File: src/rtl/key_note_arbiter.sv
// key_note_arbiter: debounces piano keys, arbitrates to one note, gates generator enables and muxes the speaker; SUSTAIN_EN adds a release hold
module key_note_arbiter #(
  parameter int NUM_KEYS        = 8,
  parameter int DEBOUNCE_CYCLES = 250000,
  parameter int GAP_CYCLES      = 2500,
  parameter int SUSTAIN_CYCLES  = 12500000
) (
  input  logic                clk,
  input  logic                rst_n,
  input  logic [NUM_KEYS-1:0] key_raw,
  input  logic [NUM_KEYS-1:0] tone_in,
  output logic [NUM_KEYS-1:0] note_en,
  output logic                speaker,
  output logic [2:0]          note_idx,
  output logic                note_valid
);
  localparam int DW = DEBOUNCE_CYCLES > 0 ? $clog2(DEBOUNCE_CYCLES + 1) : 1;
  localparam int GW = GAP_CYCLES > 0 ? $clog2(GAP_CYCLES + 1) : 1;
`ifdef SUSTAIN_EN
  localparam int SW = SUSTAIN_CYCLES > 0 ? $clog2(SUSTAIN_CYCLES + 1) : 1;
  typedef enum logic [1:0] {IDLE, GAP, PLAY, SUSTAIN} state_t;
  logic [SW-1:0] sus_cnt, sus_n;
  logic sus_done;
  assign sus_done = int'(sus_cnt) + 1 >= SUSTAIN_CYCLES;
`else
  typedef enum logic [1:0] {IDLE, GAP, PLAY} state_t;
`endif
  state_t state, state_n;
  logic [NUM_KEYS-1:0] sync1, sync2, key_db, key_db_q, press;
  logic [GW-1:0] gap_cnt, gap_n;
  logic [2:0] target, target_n, cur, cur_n, winner, lowest;
  logic active, gap_done;
  // two-flop synchroniser plus the previous debounced level for edge detection
  always_ff @(posedge clk or negedge rst_n)
    if (!rst_n) {sync1, sync2, key_db_q} <= '0;
    else {sync1, sync2, key_db_q} <= {key_raw, sync1, key_db};
  for (genvar i = 0; i < NUM_KEYS; i++) begin : g_db
    logic [DW-1:0] cnt;
    logic db;
    assign key_db[i] = db;
    // accept a new level only after it has differed for DEBOUNCE_CYCLES straight cycles
    always_ff @(posedge clk or negedge rst_n)
      if (!rst_n) begin
        cnt <= '0;
        db  <= 1'b0;
      end else if (sync2[i] == db) cnt <= '0;
      else if (int'(cnt) + 1 >= DEBOUNCE_CYCLES) begin
        cnt <= '0;
        db  <= sync2[i];
      end else cnt <= cnt + DW'(1);
  end
  assign press    = key_db & ~key_db_q;
  assign gap_done = int'(gap_cnt) + 1 >= GAP_CYCLES;
  // lowest-index newly pressed key and lowest-index held key
  always_comb begin
    winner = '0;
    lowest = '0;
    for (int i = NUM_KEYS - 1; i >= 0; i--) begin
      if (press[i]) winner = 3'(i);
      if (key_db[i]) lowest = 3'(i);
    end
  end
  // state, target, sounding note and counters
  always_ff @(posedge clk or negedge rst_n)
    if (!rst_n) begin
      state   <= IDLE;
      target  <= '0;
      cur     <= '0;
      gap_cnt <= '0;
`ifdef SUSTAIN_EN
      sus_cnt <= '0;
`endif
    end else begin
      state   <= state_n;
      target  <= target_n;
      cur     <= cur_n;
      gap_cnt <= gap_n;
`ifdef SUSTAIN_EN
      sus_cnt <= sus_n;
`endif
    end
  // next-state logic; a fresh press always beats a release in the same cycle
  always_comb begin
    state_n  = state;
    target_n = target;
    cur_n    = cur;
    gap_n    = gap_cnt;
`ifdef SUSTAIN_EN
    sus_n    = sus_cnt;
`endif
    case (state)
      IDLE: if (|press) begin
        state_n  = GAP;
        target_n = winner;
        gap_n    = '0;
      end
      GAP: begin
        target_n = |press ? winner : key_db[target] ? target : lowest;
        gap_n    = gap_done ? gap_cnt : gap_cnt + GW'(1);
        if (~|key_db) state_n = IDLE;
        else if (gap_done) begin
          state_n = PLAY;
          cur_n   = target_n;
        end
      end
      PLAY: if (|press) begin
        state_n  = GAP;
        target_n = winner;
        gap_n    = '0;
      end else if (!key_db[cur]) begin
        if (|key_db) begin
          state_n  = GAP;
          target_n = lowest;
          gap_n    = '0;
        end else begin
`ifdef SUSTAIN_EN
          state_n = SUSTAIN;
          sus_n   = '0;
`else
          state_n = IDLE;
`endif
        end
      end
`ifdef SUSTAIN_EN
      SUSTAIN: if (|press) begin
        state_n  = GAP;
        target_n = winner;
        gap_n    = '0;
      end else if (sus_done) state_n = IDLE;
      else sus_n = sus_cnt + SW'(1);
`endif
      default: state_n = IDLE;
    endcase
  end
`ifdef SUSTAIN_EN
  assign active = state == PLAY || state == SUSTAIN;
`else
  assign active = state == PLAY;
`endif
  assign note_en    = active ? NUM_KEYS'(1) << cur : '0;
  assign note_idx   = active ? cur : 3'd0;
  assign note_valid = active;
  // registered speaker mux, silent outside the sounding states
  always_ff @(posedge clk or negedge rst_n)
    if (!rst_n) speaker <= 1'b0;
    else speaker <= active & tone_in[cur];
endmodule

File: config.mk
export PLATFORM = sky130hd
export DESIGN_NAME = key_note_arbiter
export DESIGN_NICKNAME = d
export VERILOG_FILES = /design/src/rtl/key_note_arbiter.sv
export SDC_FILE = /design/constraint.sdc
export NUM_CORES = 1
export LEC_CHECK = 0
export ABC_AREA = 0
export CAP_MARGIN = 20
export CORE_ASPECT_RATIO = 1.5
export CORE_MARGIN = 3
export CORE_UTILIZATION = 30
export DETAILED_ROUTE_END_ITERATION = 12
export DONT_BUFFER_PORTS = 1
export PLACE_DENSITY = 0.47
export SLEW_MARGIN = 20
export SYNTH_ARGS = -nofsm -noshare
export SYNTH_HDL_FRONTEND = slang
export SYNTH_SLANG_ARGS = --single-unit
File: constraint.sdc
create_clock -name clk -period 7.15 [get_ports clk]
set_clock_uncertainty 0.2 [all_clocks]
set_input_delay 0.715 -clock clk [delete_from_list [all_inputs] [get_ports clk]]
set_output_delay 0.715 -clock clk [all_outputs]
set_load 0.01 [all_outputs]
## Word level (Yosys, flattened, before mapping)

Cells that the tools add are included.

- Add/subtract/negate cells: 18
- $lt $le $gt $ge: 11
- Equality and inequality tests: 15
- Shift-type cells: 1
- Muxes and demuxes: 60
- Bitwise logic cells: 11
- Reduce and logical (&&, ||, !) cells: 16

Operator list:

| operator | count |
|---|---|
| $mux W18 | 16 |
| $add A18 B1 Y19 const B | 8 |
| $ge A19 B18 Y1 const B | 8 |
| $add A18 B1 Y18 const B | 8 |
| $mux W3 | 23 |
| $mux W12 | 5 |
| $pmux W12 S3 | 1 |
| $reduce_and A2 Y1 | 8 |
| $reduce_or A8 Y1 | 2 |
| $add A12 B1 Y13 const B | 1 |
| $ge A13 B12 Y1 const B | 1 |
| $add A12 B1 Y12 const B | 1 |
| $mux W2 | 5 |
| $bmux W1 S3 | 3 |
| $pmux W3 S3 | 1 |
| $and A8 B8 Y8 | 1 |
| $eq A1 B1 Y1 | 8 |
| $lt A3 B4 Y1 const B | 2 |
| $mux W8 | 1 |
| $not A1 Y1 | 8 |
| $not A8 Y8 | 1 |
| $shl A1 B3 Y8 const A | 1 |
| $ne A3 B3 Y1 const B | 2 |
| $pmux W2 S3 | 1 |
| other kinds (11) | 16 |

- Register bits: 197
- Input bits: 18
- Output and inout port bits: 13
- Word-level logic and storage cells: 156

## Logic depth before layout (Yosys ltp)

Gate-level depths: netlist of run 1.

- Depth after elaboration: 12
- Gate-level depth with buffers: 12
- Depth with buffers taken out: 10

## Least setup slack after synthesis of run 1

Ideal clock, no wire load.

- Path kind: flip-flop to flip-flop
- Start point: register g_db[6].cnt[0]
- End point: register g_db[6].cnt[6]
- Library setup time: 71 ps
- Arrival: 2609 ps
- Required time: 6879 ps
- Slack: 4270 ps
- Stages on the path, launching flop included: 12
- Path buffers: 2
- Period minus slack after synthesis: 2880 ps
- Path through: dfrtp_1 ha_1 nand3_1 nor3_2 mux2_2 o22a_1 o41ai_1 a21boi_1 or2_1 buf_2 buf_4 nor2_1

- Word-level cells in the longest chain between the ends: 4
- Elaborated cells on any way between the ends: 5
- Those cells by class: add/sub: 2; order compare: 1; mux: 2

RTL lines:

| element | RTL line | source |
|---|---|---|
| start: declaration | 38 | `logic [DW-1:0] cnt;` |
| start signal: assignment | 50 | `end else cnt <= cnt + DW'(1);` |
| $add A18 B1 Y19 | 47 | `else if (int'(cnt) + 1 >= DEBOUNCE_CYCLES) begin` |
| $ge A19 B18 Y1 | 47 |  |
| $mux W18 (*) | 47 |  |
| $mux W18 (*) | 46 | `end else if (sync2[i] == db) cnt <= '0;` |

Mark *: on every way between the ends. The rest lies on a longest branch, timed or not.
A chain may end at the register's enable or synchronous reset.

## Final worst setup path of run 1

- Start point: register cur[0]
- End point: register gap_cnt[10]

- Word-level cells in the longest chain between the ends: 4

RTL lines:

| element | RTL line | source |
|---|---|---|
| start: declaration | 31 | `logic [2:0] target, target_n, cur, cur_n, winner, lowest;` |
| start signal: assignment | 76 | `cur <= cur_n;` |
| $bmux W1 S3 | 110 | `end else if (!key_db[cur]) begin` |
| $mux W1 (not written as such) | 110 |  |
| $ne A3 B3 Y1 (no line) | - |  |
| $reduce_and A5 Y1 (no line) | - |  |
| end signal: assignment | 77 | `gap_cnt <= gap_n;` |
| end: declaration | 30 | `logic [GW-1:0] gap_cnt, gap_n;` |

Every way passes these cells. The select of a mux whose other input is x is not followed.

==> impl_metrics.tcl, run 1 <==
set metrics [dict create \
    cts_resized 0 \
    worstHoldPathType "input pin to async pin" \
    rsz0062_at_grt "no" \
    dr.pass1.iters 5 \
    die_w_um 163 \
    synth-seq-cells 197 \
    port_buffers 0 \
    clk_pin_slew_ns 0.08 \
    gr-total-overflow 0 \
    ir_worst_vdd_mv 0.156 \
    drc 0 \
    cp-startpoint "cur[0]" \
    areaGrowthSynthToFinish_pct 8.70 \
    reg2reg_to "gap_cnt[10]" \
    nets 1214 \
    placed_cells 1640 \
    post-dp-hpwl_um 15600 \
    die_height_um 242 \
    tns_ns 0 \
    core-area_um2 36300 \
    endpoint_kind "flip-flop" \
    place.gp.congestion 0.808 \
    synth_cell_types 81 \
    arrival_ns 3.40 \
    synth.most_common_cell "dfrtp_1" \
    yosysTopAreaCell "dfrtp_1" \
    syn_nets 1246 \
    cts_tree "built" \
    cts.root.buffer_cell "clkbuf_16" \
    synth_edf_count 0 \
    pin_count 31 \
    ant_nets 0 \
    timing.rr.start "cur[0]" \
    synth_top_area_share_pct 44.3 \
    slew_headroom_pct 47.1 \
    path_cells "mux2i_1 > nand2_1 > a41oi_1 > a21oi_2 > a211o_1 > or4b_1 > mux2_2 > o211ai_1" \
    reg2reg_depth 8 \
    diodes 0 \
    h-tree-depth 4 \
    grt_pass1_wl_um 40200 \
    grt_pass1_vias 8317 \
    power_leakage_nw 4.94 \
    final_cells 1674 \
    seq_area_frac_synth_pct 44.3 \
    fmax_ghz 0.310 \
    async_flop_share_pct 100 \
    required_ns 7.32 \
    hold_viol_final 2 \
    synthesis.area_um2 11100 \
    routedWlPerCell_um 13.8 \
    drive_gt1_share_pct 6.52 \
    crit_fanout 28 \
    antenna_found_initial 0 \
    routed-via-count 8315 \
    synth_common_cells "dfrtp_1 (197), nor2_1 (194), nand2_1 (104)" \
    grt_use_total_pct 12.2 \
    cts_buffers 17 \
    initial_core_util_pct 30.7 \
    worstSetupPathType "flip-flop to flip-flop" \
    critPathMaxStageDelay_ns 0.69 \
    tightest_slew_ns 0.794 \
    p_total_mw 2.22 \
    wl_um 23100 \
    vias_per_cell 4.97 \
    drt-initial-drc-count 550 \
    die_area_um2 39500 \
    avgSynthCellArea_um2 9.16 \
    clock-sinks 197 \
    grt_max_degree 198 \
    fin_crit_sh_pct 45.1 \
    violations "hold timing" \
    final_util_pct 33.4 \
    setup_viol 0 \
    cts_buffer_depth 2 \
    synth.area.top_cells "dfrtp_1 (44%), nor2_1 (6.5%), xnor2_1 (5.4%), xor2_1 (4.8%), nand2_1 (3.5%)" \
    clock_latency_ns 0.46 \
    period_minus_slack_ns 3.22 \
    synth_cells 1215 \
    rrSetupSlack_ns 3.93 \
    start_kind "flip-flop" \
    powerDensity_nw_per_um2 184 \
    slew_viol_final 0 \
    hold_ws_ns -0.00865 \
    num-fill-cells 3740 \
    cpMaxStageDelayCell "dfrtp_1" \
    outcome "complete, but fails checks" \
    ys_warn_count 0 \
    synthFlopType "dfrtp_1" \
    placement_rows 85 \
    max_cap_violations 0 \
]
## per-layer routing
metal | global-route usage (%) | wire length (um) | vias up
met3 | 2.38 | 622 | 22
met1 | 15.0 | 10600 | 3998
met2 | 21.0 | 11400 | 110
met5 | 0 | 0 | -
met4 | 4.68 | 397 | 0
li1 | - | - | 4185
## layout by cell type (no fill, tap or decap), drive strengths merged, types with 6 or more instances in the layout
cell	count
a31oi	8
and2	11
nor4	16
xor2	61
nand2	104
nand3	79
nand4b	8
dfrtp	197
nor3b	6
and3	36
ha	13
inv	41
clkbuf	19
a21oi	32
o211ai	12
nor3	40
or2	7
mux2	16
nor2b	13
o31ai	8
nand2b	16
xnor2	69
nor2	194
mux2i	16
nand4	32
o22ai	7
o21ai	36
and4	9
## critical path, delay by kind of cell (launching register included)
kind | cells | cell delay [ns]
multiplexers | 2 | 0.57
AO/OA/AOI/OAI | 4 | 1.02
AND/OR/NAND/NOR | 2 | 0.65
flip-flops | 1 | 0.69
## registers in the layout, summed over array words and instances (netlist names)
signal	count
gap_cnt	12
speaker	1
sync1	8
key_db_q	8
g_db.db	8
sync2	8
target	3
g_db.cnt	144
state	2
cur	3
## worst max-delay path by stage
| stage | to | slack, ns | depth (start not counted) |
|---|---|---|---|
| after CTS | g_db[6].cnt[14] | 3.92 | 9 |
| after global routing | g_db[6].cnt[14] | 3.66 | 9 |
| final | gap_cnt[10] | 3.93 | 8 |
| after global placement | gap_cnt[10] | 3.99 | 7 |
| after detailed placement | gap_cnt[10] | 3.94 | 8 |
| after floorplan | g_db[6].cnt[6] | 4.27 | 11 |
## cells by family (layout without fill, tap and decap cells)
| kind of cell | count (synthesis) | count (layout) | synth area share, % |
|---|---|---|---|
| and+or+nand+nor | 590 | 590 | 26.4 |
| xor gates and xnor gates | 130 | 130 | 10.2 |
| AOI/OAI and AO/OA | 162 | 162 | 9.90 |
| muxes | 36 | 36 | 3.87 |
| adders and majority gates | 13 | 13 | 1.46 |
| buffers and inverters | 87 | 68 | 3.82 |
| DFF | 197 | 197 | 44.3 |
## through the flow
step | hold slack [ns] | worst slack (ns) | cell area (um^2)
global route | 0.0147 | 3.66 | 12100
global placement | 0.138 | 3.99 | 11400
detailed placement | 0.140 | 3.94 | 11400
CTS | 0.0447 | 3.92 | 12100
floorplan | 0.131 | 4.27 | 11100
finish | -0.00865 | 3.93 | 12100
## report_power, final
part           internal, mW  switching (mW)
Sequential             1.13          0.0162
Clock                 0.547           0.468
Combinational        0.0176          0.0462
Total                  1.69           0.530
## timing repair
action	in CTS	in global routing
hold endpoints to repair	197	0
hold buffers	1	0
buffers inserted	0	0
## layout make-up
cell class | count | area [um^2] | area share, %
Clock buffer | 19 | 453 | 3.74
Timing Repair Buffer | 2 | 55.1 | 0.455
Sequential cell | 197 | 4930 | 40.8
Multi-Input combinational cell | 931 | 5770 | 47.7
Tap cell | 478 | 598 | 4.94
Inverter | 34 | 128 | 1.06
Clock inverter | 13 | 160 | 1.32
No activity file was read; power rests on OpenSTA's default activity.
==> run 2, diff against run 1 <==
PLACE_DENSITY = 0.48   (was 0.47)
clock period = 2.6 ns   (was 7.15 ns; I/O delays follow)
==> impl_metrics.tcl, run 2 (same netlist as run 1, synthesis figures left out) <==
set metrics [dict create \
    outcome "complete, but fails checks" \
    violations "hold timing, setup timing" \
    fin_ws_ns -0.00967 \
    cts_buffer_depth 2 \
    p_total_mw 6.26 \
    routedWlPerCell_um 13.9 \
    hold_ws_ns -0.698 \
    drive_gt1_share_pct 27.3 \
    max_cap_violations 0 \
    placed_cells 1805 \
    die_w_um 163 \
    start_kind "flip-flop" \
    ant_nets 0 \
    power_leakage_nw 6.05 \
    h-tree-depth 4 \
    rsz0062_at_grt "yes" \
    cts_hold_buf 8 \
    cts_tree "built" \
    vias_per_cell 4.93 \
    wl_um 25900 \
    required_ns 2.77 \
    core-area_um2 36300 \
    ir_worst_vdd_mv 0.397 \
    period_minus_slack_ns 2.61 \
    powerDensity_nw_per_um2 436 \
    nets 1404 \
    dr.pass1.iters 6 \
    place.gp.congestion 0.784 \
    fin_crit_sh_pct 100 \
    pin_count 31 \
    worstHoldPathType "input pin to async pin" \
    reg2reg_to "gap_cnt[10]" \
    top_register "g_db.cnt" \
    arrival_ns 2.78 \
    grt_pass1_vias 9352 \
    gr-total-overflow 0 \
    largest_reg_flops 144 \
    rrSetupSlack_ns -0.01 \
    place_ws_ns -0.0490 \
    num-fill-cells 3626 \
    die_area_um2 39500 \
    cts_buffers 17 \
    die_height_um 242 \
    slew_headroom_pct 70.6 \
    post-dp-hpwl_um 17800 \
    diodes 0 \
    placed_area_um2 12700 \
    initial_core_util_pct 30.7 \
    grt_pass1_wl_um 42900 \
    cp-startpoint "cur[0]" \
    cts.root.buffer_cell "clkbuf_16" \
    antenna_found_initial 0 \
    crit_fanout 6 \
    setup_viol 1 \
    placement_rows 85 \
    final_cell_mix "dfrtp_1 (190), buf_4 (165), nor2_1 (160)" \
    grt_use_total_pct 12.9 \
    crit_end "gap_cnt[10]" \
    grt_max_degree 198 \
    hold_viol_final 197 \
    port_buffers 0 \
    clock-sinks 197 \
    slew_viol_final 0 \
    clk_pin_slew_ns 0.08 \
    clock_latency_ns 0.45 \
    final_cells 1864 \
    tightest_slew_ns 0.437 \
    endpoint_kind "flip-flop" \
    routed-via-count 9197 \
    drt-initial-drc-count 402 \
    timing.rr.start "cur[0]" \
    final_common_cell "dfrtp_1" \
    stdcell_area_um2 14400 \
    areaGrowthSynthToFinish_pct 29.2 \
    reg.largest.list "g_db.cnt (144), gap_cnt (12)" \
    worstSetupPathType "flip-flop to flip-flop" \
    drc 0 \
    reg2reg_depth 7 \
    fmax_ghz 0.383 \
]
run 2: cell types whose count changed in the layout (fill, tap and decap cells not counted), moves of 7 or more:
cell	before	now
ha_1	13	6
nor2_1	194	160
nand3_1	77	63
nor2_4	0	21
buf_6	0	9
nand3_2	1	10
nor3_1	35	24
dfrtp_2	0	7
nor2_2	0	13
dlygate4sd3_1	0	8
buf_4	0	165
o21ai_0	35	28
dfrtp_1	197	190
run 2: repair_timing:
| item | 4_1_cts | 5_1_grt |
|---|---|---|
| endpoints found under the setup margin | 72 | 154 |
| endpoints found under the hold margin | 205 | 197 |
| gates resized for setup | 16 | 178 |
| cloned | 0 | 5 |
| pin swaps | 5 | 61 |
| setup buffers | 3 | 11 |
run 2: power breakdown:
group          internal (mW)  switching (mW)
sequential              3.11          0.0424
clock                   1.65            1.23
combinational          0.126           0.117
run 2: layout make-up:
cell class / instances / area, um^2 / share of cell area (%)
clock buffer: 18 / 439 / 3.05
inverter: 34 / 128 / 0.888
clock inverter: 14 / 199 / 1.38
timing repair buffer: 192 / 1600 / 11.1
sequential: 197 / 4940 / 34.4
tap: 478 / 598 / 4.16
multi-input combinational: 931 / 6470 / 45.0
run 2: how the worst min path moves through the flow:
stage / depth (start not counted) / end / start
after floorplan: 0 / cur[0] / rst_n
after detailed placement: 0 / g_db[1].cnt[6] / rst_n
final: 0 / g_db[1].cnt[6] / rst_n
after global routing: 0 / g_db[1].cnt[6] / rst_n
after global placement: 0 / g_db[1].cnt[6] / rst_n
after CTS: 0 / g_db[1].cnt[4] / rst_n
run 2: per-stage QoR:
step	utilization [%]	hold WS [ns]	TNS (ns)
2_1_floorplan	-	-0.236	0
3_3_place_gp	35.1	-0.228	-0.0345
3_5_place_dp	35.1	-0.230	-0.629
4_1_cts	37.3	-0.729	-0.00162
5_1_grt	39.6	-0.737	-1.93
6_report	39.6	-0.698	-0.00967
run 2: metal layers:
metal / vias to the layer above / share of wire (%) / global-route usage [%] / routed length [um]
met4: 0 / 1.7 / 4.31 / 433
li1: 4561 / - / - / -
met5: - / 0 / 0 / 0
met3: 36 / 2.0 / 2.09 / 529
met1: 4501 / 42 / 14.8 / 10700
met2: 99 / 55 / 23.9 / 14200
run 2: critical path, cell delays in order (launching register included):
cell and delay, ns:
dfrtp_2 0.44, mux2_2 0.36, o21ai_1 0.24, a21oi_4 0.10
a211o_4 0.35, or4b_1 0.47, mux2_2 0.27, o211ai_1 0.09
